$ cat src/rtl/residual_add_ctrl.sv
// Sequencing controller for the 16-lane residual add stage: meters the shortcut
// and layer streams through the shortcut FIFO and regenerates the framing markers.
module residual_add_ctrl #(
  parameter int DEPTH   = 8,
  parameter int LEN_W   = 16,
  parameter int LATENCY = 2,
  parameter int CNT_W   = 4
) (
  input  logic             clk,
  input  logic             rst_n,
  input  logic             start,
  input  logic [LEN_W-1:0] frame_len,
  input  logic             sc_valid,
  output logic             sc_ready,
  input  logic             layer_valid,
  output logic             layer_ready,
  output logic             fifo_wr_en,
  output logic             fifo_rd_en,
  output logic             out_valid,
  output logic             o_sof,
  output logic             o_eof,
  output logic             busy,
  output logic             done,
  output logic [CNT_W-1:0] occupancy
);

  typedef enum logic [1:0] {IDLE, RUN, DRAIN, DONE} state_t;

  localparam logic [CNT_W-1:0] DEPTH_C = CNT_W'(DEPTH);

  state_t             state_q, state_d;
  logic [LEN_W-1:0]   len_q, len_d;
  logic [LEN_W-1:0]   sc_cnt_q, sc_cnt_d;
  logic [LEN_W-1:0]   ly_cnt_q, ly_cnt_d;
  logic [CNT_W-1:0]   occ_q, occ_d;
  logic [LATENCY-1:0] vld_q, vld_d;
  logic [LATENCY-1:0] sof_q, sof_d;
  logic [LATENCY-1:0] eof_q, eof_d;
  logic [LEN_W-1:0]   len_last;
  logic               pipe_next_empty;

  assign len_last = len_q - LEN_W'(1);

  // In DRAIN nothing new is issued, so the pipe empties once every stage but the last is clear.
  always_comb begin
    pipe_next_empty = 1'b1;
    for (int i = 0; i < LATENCY - 1; i++) begin
      if (vld_q[i]) begin
        pipe_next_empty = 1'b0;
      end
    end
  end

  always_comb begin
    state_d     = state_q;
    len_d       = len_q;
    sc_cnt_d    = sc_cnt_q;
    ly_cnt_d    = ly_cnt_q;
    occ_d       = occ_q;
    sc_ready    = 1'b0;
    layer_ready = 1'b0;
    busy        = 1'b0;
    done        = 1'b0;

    case (state_q)
      IDLE: begin
        if (start && (frame_len != '0)) begin
          len_d    = frame_len;
          sc_cnt_d = '0;
          ly_cnt_d = '0;
          occ_d    = '0;
          state_d  = RUN;
        end
      end
      RUN: begin
        busy        = 1'b1;
        sc_ready    = (occ_q < DEPTH_C) && (sc_cnt_q < len_q);
        layer_ready = (occ_q != '0) && (ly_cnt_q < len_q);
      end
      DRAIN: begin
        busy = 1'b1;
        if (pipe_next_empty) begin
          state_d = DONE;
        end
      end
      DONE: begin
        done    = 1'b1;
        state_d = IDLE;
      end
      default: state_d = IDLE;
    endcase

    fifo_wr_en = sc_valid & sc_ready;
    fifo_rd_en = layer_valid & layer_ready;

    if (fifo_wr_en) begin
      sc_cnt_d = sc_cnt_q + LEN_W'(1);
    end
    if (fifo_rd_en) begin
      ly_cnt_d = ly_cnt_q + LEN_W'(1);
    end
    if (fifo_wr_en || fifo_rd_en) begin
      occ_d = occ_q + CNT_W'(fifo_wr_en) - CNT_W'(fifo_rd_en);
    end
    if (fifo_rd_en && (ly_cnt_q == len_last)) begin
      state_d = DRAIN;
    end
  end

  always_comb begin
    vld_d    = '0;
    sof_d    = '0;
    eof_d    = '0;
    vld_d[0] = fifo_rd_en;
    sof_d[0] = fifo_rd_en && (ly_cnt_q == '0);
    eof_d[0] = fifo_rd_en && (ly_cnt_q == len_last);
    for (int i = 1; i < LATENCY; i++) begin
      vld_d[i] = vld_q[i-1];
      sof_d[i] = sof_q[i-1];
      eof_d[i] = eof_q[i-1];
    end
  end

  always_ff @(posedge clk or negedge rst_n) begin
    if (!rst_n) begin
      state_q  <= IDLE;
      len_q    <= '0;
      sc_cnt_q <= '0;
      ly_cnt_q <= '0;
      occ_q    <= '0;
      vld_q    <= '0;
      sof_q    <= '0;
      eof_q    <= '0;
    end else begin
      state_q  <= state_d;
      len_q    <= len_d;
      sc_cnt_q <= sc_cnt_d;
      ly_cnt_q <= ly_cnt_d;
      occ_q    <= occ_d;
      vld_q    <= vld_d;
      sof_q    <= sof_d;
      eof_q    <= eof_d;
    end
  end

  assign out_valid = vld_q[LATENCY-1];
  assign o_sof     = sof_q[LATENCY-1];
  assign o_eof     = eof_q[LATENCY-1];
  assign occupancy = occ_q;

endmodule

$ cat config.mk
export PLATFORM = sky130hd
export DESIGN_NAME = residual_add_ctrl
export DESIGN_NICKNAME = d
export VERILOG_FILES = /design/src/rtl/residual_add_ctrl.sv
export SDC_FILE = /design/constraint.sdc
export NUM_CORES = 1
export LEC_CHECK = 0
export CAP_MARGIN = 40
export CORE_UTILIZATION = 59
export CTS_BUF_LIST = sky130_fd_sc_hd__clkbuf_16
export DETAILED_ROUTE_END_ITERATION = 7
export HOLD_SLACK_MARGIN = 0.1
export MAX_ROUTING_LAYER = met4
export PLACE_DENSITY = 0.8
export SYNTH_ARGS = -nofsm -noshare
export SYNTH_HDL_FRONTEND = slang
export SYNTH_SLANG_ARGS = --single-unit
$ cat constraint.sdc
create_clock -name clk -period 9 [get_ports clk]
set_clock_uncertainty 0.15 [all_clocks]
set_input_delay 0.9 -clock clk [delete_from_list [all_inputs] [get_ports clk]]
set_output_delay 0.9 -clock clk [all_outputs]
set_load 0.05 [all_outputs]
==> impl_table.tex <==
\begin{tabular}{lr}
\hline
Metric & Value \\
\hline
\multicolumn{2}{l}{\textbf{Power and ir drop}} \\
\quad Combinational power share & 54.4\% \\
\quad Power Density & 357 nW/um2 \\
\quad VDD IR max & 0.259 mV \\
\quad Part of the power in the clock network & 18.2\% \\
\quad P\_int & 953 uW \\
\quad Leakage Power & 0.00221 uW \\
\quad Switching power as a share of total power & 47.5\% \\
\quad Sequential fraction of design power & 27.4\% \\
\quad NetSw & 863 uW \\
\multicolumn{2}{l}{\textbf{Timing}} \\
\quad Relative slew slack & 33.1\% \\
\quad Slew @ Worst Pin & 995 ps \\
\quad Share of the clock period used by the worst path after layout & 55.1\% \\
\quad Fmax achieved & 0.202 GHz \\
\quad Setup violations, final & 0 \\
\quad Total negative setup slack & 0 ps \\
\quad Final slew viol count & 0 \\
\quad Number of hold violations in the final report & 0 \\
\quad Crit path time final & 4960 ps \\
\quad RSZ-0062 raised after global routing & false \\
\multicolumn{2}{l}{\textbf{Die}} \\
\quad Horizontal extent of the die & 88.5 um \\
\quad Starting utilization of the core area & 60.9\% \\
\quad Total die area & 7830 um2 \\
\quad I/O pin count & 34 \\
\quad Placeable core region & 7250 um2 \\
\quad Height of the chip & 88.5 um \\
\quad Std cell rows & 31 \\
\multicolumn{2}{l}{\textbf{Clocking}} \\
\quad Max Root-Sink Buffers & 2 \\
\quad Clock latency on the worst-skew pair & 330 ps \\
\quad Post-cts sizing count & 0 \\
\quad Post-CTS Repair Setup Buffers & 0 \\
\quad Count of hold-fix buffers inserted at cts & 0 \\
\quad Number of clock buffers inserted by TritonCTS & 9 \\
\quad Number of H-tree levels & 3 \\
\quad Clock tree from TritonCTS & done \\
\quad Clock net sink count & 60 \\
\quad Clock-pin transition on the worst setup and hold timing paths & 50 ps \\
\quad Root Buffer Master & clkbuf\_16 \\
\multicolumn{2}{l}{\textbf{Yosys}} \\
\quad Net Count, Synth & 582 \\
\quad Part of the Yosys area used for sequential elements & 34.0\% \\
\quad Post-synthesis cell type with the largest combined area & dfrtp\_1 \\
\quad Most numerous cell in the Yosys netlist & dfrtp\_1 \\
\quad Synth Register Bits & 60 \\
\quad Avg Synthesized Cell Area & 8.56 um2 \\
\quad Post-synthesis instance area & 4420 um2 \\
\quad Synthesized instance count & 516 \\
\quad Top\_reg\_cell synth & dfrtp\_1 \\
\quad Fraction of synthesized cell area taken by the top area cell type & 34.0\% \\
\quad Ranking of synthesized cells by instance count & 60 x dfrtp\_1, 57 x nand2\_1, 52 x inv\_1, 45 x o21ai\_0, 44 x ha\_1 \\
\quad Share of synthesized flip-flops with an asynchronous set or reset & 100\% \\
\quad Synth cell types & 57 \\
\quad Number of flops mapped to enable cells by yosys & 0 \\
\quad YS warnings & 0 \\
\quad Cell types occupying the most area after synthesis & dfrtp\_1 34\%, ha\_1 12\%, o21ai\_0 5.1\%, nand2\_1 4.8\%, inv\_1 4.4\% \\
\multicolumn{2}{l}{\textbf{Global routing}} \\
\quad GRT Util Overall & 32.6\% \\
\quad Wire length of the first global-routing pass & 18600 um \\
\quad Total congestion overflow after global routing & 0 \\
\quad Antenna violations before repair & 0 \\
\quad Largest net degree at the start of global routing & 61 \\
\quad Via count of the first global-routing pass & 3724 \\
\multicolumn{2}{l}{\textbf{Placed design}} \\
\quad Quantity of I/O buffers inserted on ports & 33 \\
\quad Placed wire-length estimate & 8350 um \\
\quad Last weighted congestion value of the routability-driven placer & 0.897 \\
\multicolumn{2}{l}{\textbf{Finish}} \\
\quad Share of cells above drive strength 1 & 4.95\% \\
\quad Number of inserted filler cells in the final layout & 573 \\
\quad Post-Route Utilization & 70.2\% \\
\quad Antenna diode count & 0 \\
\quad Syn-to-layout area delta & 15.3\% \\
\quad Final layout net count & 607 \\
\multicolumn{2}{l}{\textbf{Hold path}} \\
\quad Hold Path Depth & 0 \\
\quad Class of the most critical hold timing path & flip-flop to flip-flop \\
\multicolumn{2}{l}{\textbf{Setup path}} \\
\quad Startpoint Class & flip-flop \\
\quad Critical path start-end classification & flip-flop to output port \\
\quad Register-to-Register Path Depth & 12 \\
\quad Data arrival at the endpoint of the critical path & 3910 ps \\
\quad Endpoint class of the critical path & output port \\
\quad Critical path peak fanout & 15 \\
\quad Endpoint required time on the critical path & 7950 ps \\
\multicolumn{2}{l}{\textbf{Routing}} \\
\quad Total routed wirelength & 11600 um \\
\quad Initial DRC Count & 405 \\
\quad Count of vias placed by the detailed router & 4085 \\
\quad First-pass iteration count of the detailed router & 5 \\
\quad Via density per instance & 6.33 \\
\quad DRC viols & 0 \\
\quad Final antenna-violating net count & 0 \\
\quad Routed len/inst & 18.0 um \\
\multicolumn{2}{l}{\textbf{Job}} \\
\quad Number of max-cap violations & 0 \\
\multicolumn{2}{l}{\textbf{Status}} \\
\quad Result of the run & complete, no violations \\
\hline
\end{tabular}
[logic make-up after synthesis]
group                    synth area share, %
adder cells (fa/ha/maj)                 12.9
AND/OR/NAND/NOR                         19.9
XOR/XNOR                                4.73
AO/OA/AOI/OAI                           18.1
buffers and inverters                   6.63
flip-flops                              34.0
multiplexers                            3.74
[registers in the layout, summed over array words and instances, names as in the netlist]
register   flops
len_q         16
sof_q          2
occupancy      4
state_q        2
ly_cnt_q      16
eof_q          2
sc_cnt_q      16
vld_q          2
[final timing paths]
check	from	to	slack, ps
setup / recovery	len_q[2]	fifo_wr_en	4040
hold / removal	sof_q[0]	sof_q[1]	200
setup reg to reg	len_q[9]	occupancy[1]	5010
hold reg to reg	sof_q[0]	sof_q[1]	200
max in group asynchronous	rst_n	vld_q[1]	7590
min in group asynchronous	rst_n	ly_cnt_q[2]	590
[cell type report]
cell class	instances	area, um2	share of cell area (%)
tap	99	124	2.43
sequential	60	1500	29.5
multi-input combinational	380	2630	51.6
timing repair buffer	37	355	6.98
inverter	53	199	3.91
clock inverter	7	58.8	1.15
clock buffer	9	225	4.42
[through the flow]
step	cell area (um2)	worst slack [ps]	total power, uW	hold slack, ps	instances
floorplan	4420	4360	1190	181	516
global placement	4810	4560	1430	186	629
detailed placement	4810	4490	1470	195	629
CTS	5090	4100	1810	203	645
global route	5090	3750	1940	205	645
finish	5090	4040	1820	198	645
[critical path, stage by stage, from the launching register on]
cell and delay [ps]:
dfrtp_1 440, inv_1 120, ha_1 330, a21oi_1 140, o21ai_0 100, a221oi_1 300
o21ai_1 240, inv_1 410, nand2_1 410, inv_1 250, clkdlybuf4s50_1 840
[cell usage in the layout (no fill, tap or decap), drive strengths merged, types with 2 or more instances in the layout]
master         Yosys  layout
nand2             57      57
o211ai             5       5
a41o               2       2
a21o               4       4
or4                7       7
o221ai            10      10
inv               52      53
nor2b              3       3
o22ai              3       3
nand4             13      13
o31ai              3       3
a31oi              4       4
clkbuf            19       9
a21oi             17      17
or3                5       5
buf                4       5
nand3             20      20
dfrtp             60      60
a211oi             5       5
nor4b              3       3
mux2               4       4
xor2              10      10
nor3              13      13
xnor2             13      13
clkdlybuf4s50      0      32
nand2b             3       3
nor2              25      25
and3               4       4
o21ai             46      46
a311oi             2       2
a22o               3       3
ha                44      44
a211o              2       2
clkinv             1       5
o41ai              2       2
nor4              16      16
o2111ai            2       2
o31a               3       3
mux2i             12      12
o311ai             3       3
[per-layer routing]
layer / up-vias / GRT usage (%) / part of all wire, % / wire length [um]
li1: 1933 / - / - / -
met1: 1947 / 43.6 / 45 / 5240
met2: 175 / 49.3 / 45 / 5230
met3: 30 / 4.01 / 6.7 / 773
met4: 0 / 15.0 / 2.9 / 337
met5: - / - / 0 / 0
[power groups by stage]
stage	clock (uW)	sequential (uW)	combinational, uW
after floorplan	0	488	702
after global placement	0	491	935
after detailed placement	0	495	970
after CTS	334	493	981
after global routing	346	509	1090
final	330	497	989
(Power assumes the default switching activity.)
